==> config.mk <==
export PLATFORM = sky130hd
export DESIGN_NAME = uart_tx_sched_flat
export DESIGN_NICKNAME = d
export VERILOG_FILES = /design/src/rtl/uart_tx_sched_if.sv /design/src/rtl/uart_tx_sched.sv /design/src/flat_wrapper.sv
export SDC_FILE = /design/constraint.sdc
export NUM_CORES = 1
export LEC_CHECK = 0
export CORE_MARGIN = 2
export CORE_UTILIZATION = 48
export CTS_CLUSTER_DIAMETER = 40
export DETAILED_ROUTE_END_ITERATION = 7
export HOLD_SLACK_MARGIN = 0.12
export PLACE_DENSITY_LB_ADDON = 0.3
export SYNTH_ARGS = -nofsm -noshare
export SYNTH_HDL_FRONTEND = slang
export SYNTH_SLANG_ARGS = --single-unit
==> constraint.sdc <==
create_clock -name CLKIN -period 1.6 [get_ports CLKIN]
set_input_delay 0.32 -clock CLKIN [delete_from_list [all_inputs] [get_ports CLKIN]]
set_output_delay 0.32 -clock CLKIN [all_outputs]
set_load 0.005 [all_outputs]
==> src/rtl/uart_tx_sched_if.sv <==
// uart_tx_sched_if: requester-side bundle of the shared UART TX scheduler.
// master = requesters (drive req/data), slave = scheduler (drives gnt/status).
interface uart_tx_sched_if #(
    parameter int NREQ = 2
);
    logic [NREQ-1:0]   req;
    logic [8*NREQ-1:0] data;
    logic [NREQ-1:0]   gnt;
    logic [1:0]        active_id;
    logic              busy;
    logic              done;

    modport master (
        output req, data,
        input  gnt, active_id, busy, done
    );

    modport slave (
        input  req, data,
        output gnt, active_id, busy, done
    );
endinterface

==> src/rtl/uart_tx_sched.sv <==
// uart_tx_sched: round-robin arbiter feeding one 8N1 UART transmitter.
// Ports: CLKIN, RESETN (async, low), bus (slave: req/data in, gnt/active_id/busy/done out), tx.
module uart_tx_sched #(
    parameter int NREQ     = 2,
    parameter int BAUD_DIV = 414
) (
    input  logic           CLKIN,
    input  logic           RESETN,
    uart_tx_sched_if.slave bus,
    output logic           tx
);
    localparam int CW = (BAUD_DIV > 1) ? $clog2(BAUD_DIV) : 1;

    typedef enum logic [1:0] {IDLE, START, DATA, STOP} state_t;

    state_t          state;
    state_t          state_nxt;
    logic [CW-1:0]   cnt;
    logic [2:0]      bit_idx;
    logic [7:0]      shreg;
    logic [7:0]      byte_sel;
    logic [1:0]      ptr;
    logic [1:0]      ptr_nxt;
    logic [1:0]      win;
    logic [1:0]      active_id_q;
    logic [NREQ-1:0] gnt_q;
    logic [NREQ-1:0] gnt_nxt;
    logic            done_q;
    logic            found;
    logic            wrap;
    logic            arb_edge;
    logic            grant;
    logic            busy;

    assign wrap     = (cnt == CW'(BAUD_DIV - 1));
    // req is only looked at in IDLE or on the last cycle of the stop bit.
    assign arb_edge = (state == IDLE) || ((state == STOP) && wrap);
    assign grant    = arb_edge && found;

    // Rotating search: priority k=0 is ptr, then ptr+1, ... modulo NREQ.
    always_comb begin
        found = 1'b0;
        win   = '0;
        for (int k = 0; k < NREQ; k++) begin
            for (int i = 0; i < NREQ; i++) begin
                if (!found && bus.req[i] &&
                    ((int'(ptr) + k) % NREQ) == i) begin
                    found = 1'b1;
                    win   = 2'(i);
                end
            end
        end
        ptr_nxt = (int'(win) == NREQ - 1) ? 2'd0 : win + 2'd1;
    end

    always_ff @(posedge CLKIN or negedge RESETN) begin
        if (!RESETN) begin
            state <= IDLE;
        end else begin
            state <= state_nxt;
        end
    end

    always_comb begin
        state_nxt = state;
        unique case (state)
            IDLE:    if (found) state_nxt = START;
            START:   if (wrap) state_nxt = DATA;
            DATA:    if (wrap && bit_idx == 3'd7) state_nxt = STOP;
            STOP:    if (wrap) state_nxt = found ? START : IDLE;
            default: state_nxt = IDLE;
        endcase
    end

    always_comb begin
        tx       = 1'b1;
        busy     = (state != IDLE);
        gnt_nxt  = '0;
        byte_sel = '0;
        unique case (state)
            START:   tx = 1'b0;
            DATA:    tx = shreg[0];
            default: tx = 1'b1;
        endcase
        for (int i = 0; i < NREQ; i++) begin
            if (grant && win == 2'(i)) begin
                gnt_nxt[i] = 1'b1;
                byte_sel   = bus.data[8*i +: 8];
            end
        end
    end

    always_ff @(posedge CLKIN or negedge RESETN) begin
        if (!RESETN) begin
            cnt         <= '0;
            bit_idx     <= '0;
            shreg       <= '0;
            ptr         <= '0;
            active_id_q <= '0;
            gnt_q       <= '0;
            done_q      <= 1'b0;
        end else begin
            gnt_q  <= gnt_nxt;
            done_q <= (state == STOP) && wrap;
            if (grant) begin
                shreg       <= byte_sel;
                active_id_q <= win;
                ptr         <= ptr_nxt;
                cnt         <= '0;
                bit_idx     <= '0;
            end else if (state != IDLE) begin
                if (wrap) begin
                    cnt <= '0;
                    if (state == DATA) begin
                        shreg   <= {1'b0, shreg[7:1]};
                        bit_idx <= bit_idx + 3'd1;
                    end
                end else begin
                    cnt <= cnt + CW'(1);
                end
            end
        end
    end

    assign bus.gnt       = gnt_q;
    assign bus.active_id = active_id_q;
    assign bus.busy      = busy;
    assign bus.done      = done_q;
endmodule
==> src/flat_wrapper.sv <==
// flat-port wrapper written by rule: the top's interface ports become plain ports
module uart_tx_sched_flat 
#(
    parameter int NREQ     = 2,
    parameter int BAUD_DIV = 414
)
  (CLKIN, RESETN, tx, bus_req, bus_data, bus_gnt, bus_active_id, bus_busy, bus_done);
  uart_tx_sched_if #(.NREQ(NREQ)) bus_i ();
  input  logic CLKIN;
  input  logic RESETN;
  output logic tx;
  input wire logic [$bits(bus_i.req)-1:0] bus_req;
  input wire logic [$bits(bus_i.data)-1:0] bus_data;
  output wire logic [$bits(bus_i.gnt)-1:0] bus_gnt;
  output wire logic [$bits(bus_i.active_id)-1:0] bus_active_id;
  output wire logic [$bits(bus_i.busy)-1:0] bus_busy;
  output wire logic [$bits(bus_i.done)-1:0] bus_done;
  assign bus_i.req = bus_req;
  assign bus_i.data = bus_data;
  assign bus_gnt = bus_i.gnt;
  assign bus_active_id = bus_i.active_id;
  assign bus_busy = bus_i.busy;
  assign bus_done = bus_i.done;
  uart_tx_sched #(.NREQ(NREQ), .BAUD_DIV(BAUD_DIV)) u_core (.CLKIN(CLKIN), .RESETN(RESETN), .bus(bus_i), .tx(tx));
endmodule
# ---- After elaboration in Yosys (flattened, before gate mapping)
# Cells that the tools add are included.
dict set report totals {
  regBits 28
  input_bits 20
  word_cells 81
}
dict set report op_classes {
  addsub 4
  n_eq_ne 12
  muxes 30
  n_bitwise 1
  n_reduce_logical 26
}
# cell n
set op_table {}
lappend op_table {{logical NOT 32 bit} 2}
lappend op_table {{two-way mux 8 bit} 6}
lappend op_table {{two-way mux 9 bit} 3}
lappend op_table {{logical AND 1 bit} 12}
lappend op_table {{two-way mux 2 bit} 6}
lappend op_table {{two-way mux 3 bit} 4}
lappend op_table {{adder 9 x 1 -> 9 bit, second input constant} 1}
lappend op_table {{equality test 9 bit, second input constant} 1}
lappend op_table {{two-way mux 1 bit} 9}
lappend op_table {{equality test 2 bit, second input constant} 4}
lappend op_table {{!= test 2 x 1 -> 1 bit, second input constant} 4}
lappend op_table {{one-hot mux 2 bit (4 select lines)} 1}
lappend op_table {{nonzero test 2 bit} 4}
lappend op_table {{equality test 2 x 1 -> 1 bit, second input constant} 2}
lappend op_table {{logical NOT 2 bit} 2}
lappend op_table {{AND reduction 4 bit} 1}
lappend op_table {{adder 3 x 1 -> 3 bit, second input constant} 1}
lappend op_table {{equality test 3 bit, second input constant} 1}
lappend op_table {{logical NOT 1 bit} 3}
lappend op_table {{AND reduction 3 bit} 1}
lappend op_table {{adder 1 bit, second input constant} 2}
lappend op_table {{one-hot mux 1 bit (2 select lines)} 1}
lappend op_table {{AND 1 bit, first input constant} 1}
lappend op_table {{logical OR 1 bit} 1}

# ---- Depth between registers and ports, before layout
dict set report logic_depth {
  depth_word 20
  depth_mapped 8
  ltp_nobuf 6
}

# ---- Least setup slack after synthesis
# No wires, ideal clock.
dict set report synth_path {
  path_kind {register -> register}
  startpoint {reg u_core.state[0]}
  endpoint {reg u_core.state[1]}
  setup_time_ns 0.125
  t_arrival_ns 1.662
  path_slack_ns -0.187
  path_stages_with_launch 8
  path_buffers 1
  period_less_slack_ns 1.787
  path_cell_list {dfrtp_1 -> inv_1 -> ha_1 -> buf_4 -> nor3b_4 -> nor3_1 -> a22o_1 -> mux2_4}
}
dict set report synth_between {
  elab_chain_len 3
  word_cells_on_any_way 10
}
# item line_no
set synth_lines {}
lappend synth_lines {{start, declared} uart_tx_sched.sv:16} ;# state_t state;
lappend synth_lines {{start signal, assigned} uart_tx_sched.sv:60} ;# state <= state_nxt;
lappend synth_lines {{equality test 2 bit, or another cell as far along} uart_tx_sched.sv:66} ;# unique case (state)
lappend synth_lines {{!= test 2 x 1 -> 1 bit (no source line)} --}
lappend synth_lines {{AND reduction 4 bit (no source line)} --}
# Parallel ways exist; a longest one is shown, timed or not.
# A chain may end at the register's enable or synchronous reset.

# ---- Worst setup path after layout
dict set report layout_path {
  startpoint {reg u_core.state[1]}
  endpoint {reg u_core.state[1]}
}
# Same word-level chain as after synthesis.

==> metrics.txt <==
status finished, violations left; failing checks negative setup slack; Syn Nets 210; delay-heaviest family, CP flip-flops; Peak supply drop 0.00112 V; Setup crit start u_core.state[1]$_DFFE_PN0P_; site row count 22; largest net degree at the start of global routing 28; drt drc 0; CTS Buffer Depth 2; Worst setup SP type flop; Worst R2R End u_core.state[1]$_DFFE_PN0P_; Initial Utilization 0.489; number of cells produced by synthesis roughly 180; Setup crit end kind flop; R2R depth 7; sequential-to-total area share from yosys stat 0.383; Placed Instances about 270; RSZ-0062 raised after global routing yes; Horiz. Die Dim about 65 um; total gr overflow 0; Hold Vio Cnt, Final 0; worst reg2reg startpoint u_core.state[1]$_DFFE_PN0P_; Skew-Pair Late Insertion Delay 0.28 ns; Post-CTS Hold Buffers 0; Critical-path top delay cell dfrtp_1; CTS tree done; final max-slew violation count 0; final cell count without fillers 286; detailed placement HPWL around 3400 um; Die H 64.6 um; vias in the first global route 1802; fillers between 200 and 300; leakage power 1.09 nW; Unique masters post-synth 47; Final GP Congestion 0.865; First DRT Iteration DRCs 254; Antenna Cells 0; Max-Cap Viols 0; Fmax achieved 583 MHz; critical path required time 1.77 ns; via/cell ratio just over 6; first-pass GRT wire length 8700 um; footprint of the multi-input gates 1190 um^2; fraction of registers with async set or reset after synthesis 1.00; Die Area 4170 um^2; Final min period ~1.7 ns; DR WL/cell 18.7 um; I/O pins 27; Min-Delay Path Class input pin to asynchronous set/reset pin; vias between 1500 and 2000; synth-to-layout area growth 46.1%; Antenna Nets Post-Route 0; Post-synth EDFFs 0; Total GRT Usage 0.265; Max H-tree Level 1; Worst-path clk slew 0.10 ns; layout cells sized above 1 0.370; final setup margin -0.114 ns; Final Net Count 268; crit-path most repeated cell buf_4; initial antenna violation count 0; Top FF cell, synth dfrtp_1; syn avg cell area 9.74 um^2; Max FO, Critical Path 2; slowest stage delay, CP ~0.40 ns; cts bufs inserted 3; Final setup viols 21; Core Util, Final 0.714; synthesized flop and latch total 27; sequential cell area about 680 um^2; CTS root buf clkbuf_8; drt pass-1 iters 4; Warnings, synthesis 0; Cell Area, Synth 1760 um^2; worst reg2reg setup slack -0.11 ns; core area about 3600 um^2; final hold slack between 0.4 and 0.5 ns; final wirelength 5360 um; skew final 0.00303 ns; crit path kind flop to flop; TNS Setup -0.738 ns; crit share post-route 1.07; PwrDens about 1500 nW/um^2; CP Buf/Inv Count 3; CTS sink cnt 27; CP Cell Sequence inv_2, buf_4, ha_4, buf_4, o22ai_2, a22o_1, mux2_4; PortBufs 25; Setup WS pre-CTS -0.458 ns; Worst EP arrival 1.89 ns
[layout make-up]
cell class | count | share of cell area
flip-flops and latches | 27 | 0.262
multi-input cells | 137 | 0.462
repair buffers | 64 | 0.225
clock inverters | 1 | 0.00194
inverters | 6 | 0.00874
clock buffers | 3 | 0.0160
well taps | 48 | 0.0233
[cells in the mapped netlist (2+ instances only)]
library cell | number | area (um^2)
nand3_1 | 10 | 50.1
a21oi_1 | 3 | 15.0
clkbuf_1 | 2 | 7.51
nand4_1 | 3 | 18.8
a31o_2 | 2 | 17.5
buf_2 | 2 | 10.0
inv_1 | 6 | 22.5
clkbuf_2 | 2 | 10.0
buf_4 | 4 | 30.0
nor2_1 | 16 | 60.1
a31oi_1 | 9 | 56.3
a32o_1 | 8 | 80.1
xnor2_1 | 3 | 26.3
o21ai_0 | 10 | 50.1
xor2_1 | 4 | 35.0
a22oi_1 | 7 | 52.6
nor3_1 | 14 | 70.1
nand2_1 | 4 | 15.0
ha_1 | 9 | 113
o21a_1 | 3 | 22.5
mux2i_1 | 3 | 30.0
and4_1 | 2 | 17.5
buf_6 | 3 | 33.8
and3_1 | 3 | 18.8
dfrtp_1 | 27 | 676
[power by group]
group          leakage [nW]  switching [mW]  internal, mW
Sequential            0.345           0.179         0.909
Clock                0.0255           0.227         0.175
Combinational         0.719            1.10          1.27
Total                  1.09            1.51          2.36
[state kept, by name, summed over array words and instances (netlist names)]
register              flops
u_core.shreg              8
u_core.bus.active_id      1
u_core.bit_idx            3
u_core.ptr                1
u_core.bus.done           1
u_core.cnt                9
u_core.state              2
u_core.bus.gnt            2
[worst max-delay path by stage]
| stage | endpoint | slack (ns) | cells past startpoint |
|---|---|---|---|
| after global routing | u_core.state[1]$_DFFE_PN0P_ | -0.19 | 4 |
| after floorplan | u_core.state[1]$_DFFE_PN0P_ | -0.13 | 7 |
| after global placement | u_core.bit_idx[1]$_DFFE_PN0P_ | -0.39 | 5 |
| after CTS | u_core.shreg[7]$_DFFE_PN0P_ | -0.07 | 8 |
| final | u_core.state[1]$_DFFE_PN0P_ | -0.11 | 7 |
| after detailed placement | u_core.shreg[5]$_DFFE_PN0P_ | -0.46 | 5 |
[through the flow]
step                      cell area [um^2]  total power, mW
final                                 2580             3.86
after detailed placement              2200             2.85
after CTS                             2510             3.72
after global routing                  2580             4.10
after floorplan                       1780             2.09
after global placement                2200             2.75
[placed cells by master, fill, tap and decap left out, drive strengths merged, types with 4 or more instances in the layout]
cell type      count
a22oi              7
a31oi             10
a32o               8
buf               39
clkbuf             5
clkdlybuf4s50     21
dfrtp             27
ha                 9
inv                6
nand2              4
nand3             10
nand4              5
nor2              16
nor3              14
o21ai             10
xor2               4
[kinds of logic (layout without fill, tap and decap cells)]
logic type,count (synthesis),in the layout,share of synthesized area
simple gates,64,65,0.213
flops,27,27,0.383
buf+inv,19,74,0.0646
other cells,1,1,0.00213
xor+xnor,7,7,0.0348
fa+ha+maj,9,9,0.0639
mux,4,4,0.0255
compound gates,50,51,0.213
[layer usage]
layer / wire length (um) / global-route usage / up-vias
met5: 0 / 0 / -
met3: 314 / 0.0486 / 22
met2: 2660 / 0.462 / 88
li1: - / - / 802
met4: 166 / 0.0798 / 0
met1: 2220 / 0.334 / 865
[repair_timing]
| action | CTS | global route |
|---|---|---|
| cloned | 3 | 0 |
| pin swaps | 11 | 19 |
| setup endpoints to repair | 23 | 26 |
| gates resized for setup | 46 | 15 |
| buffers inserted | 10 | 1 |
Power figures use the tool's default switching activity.
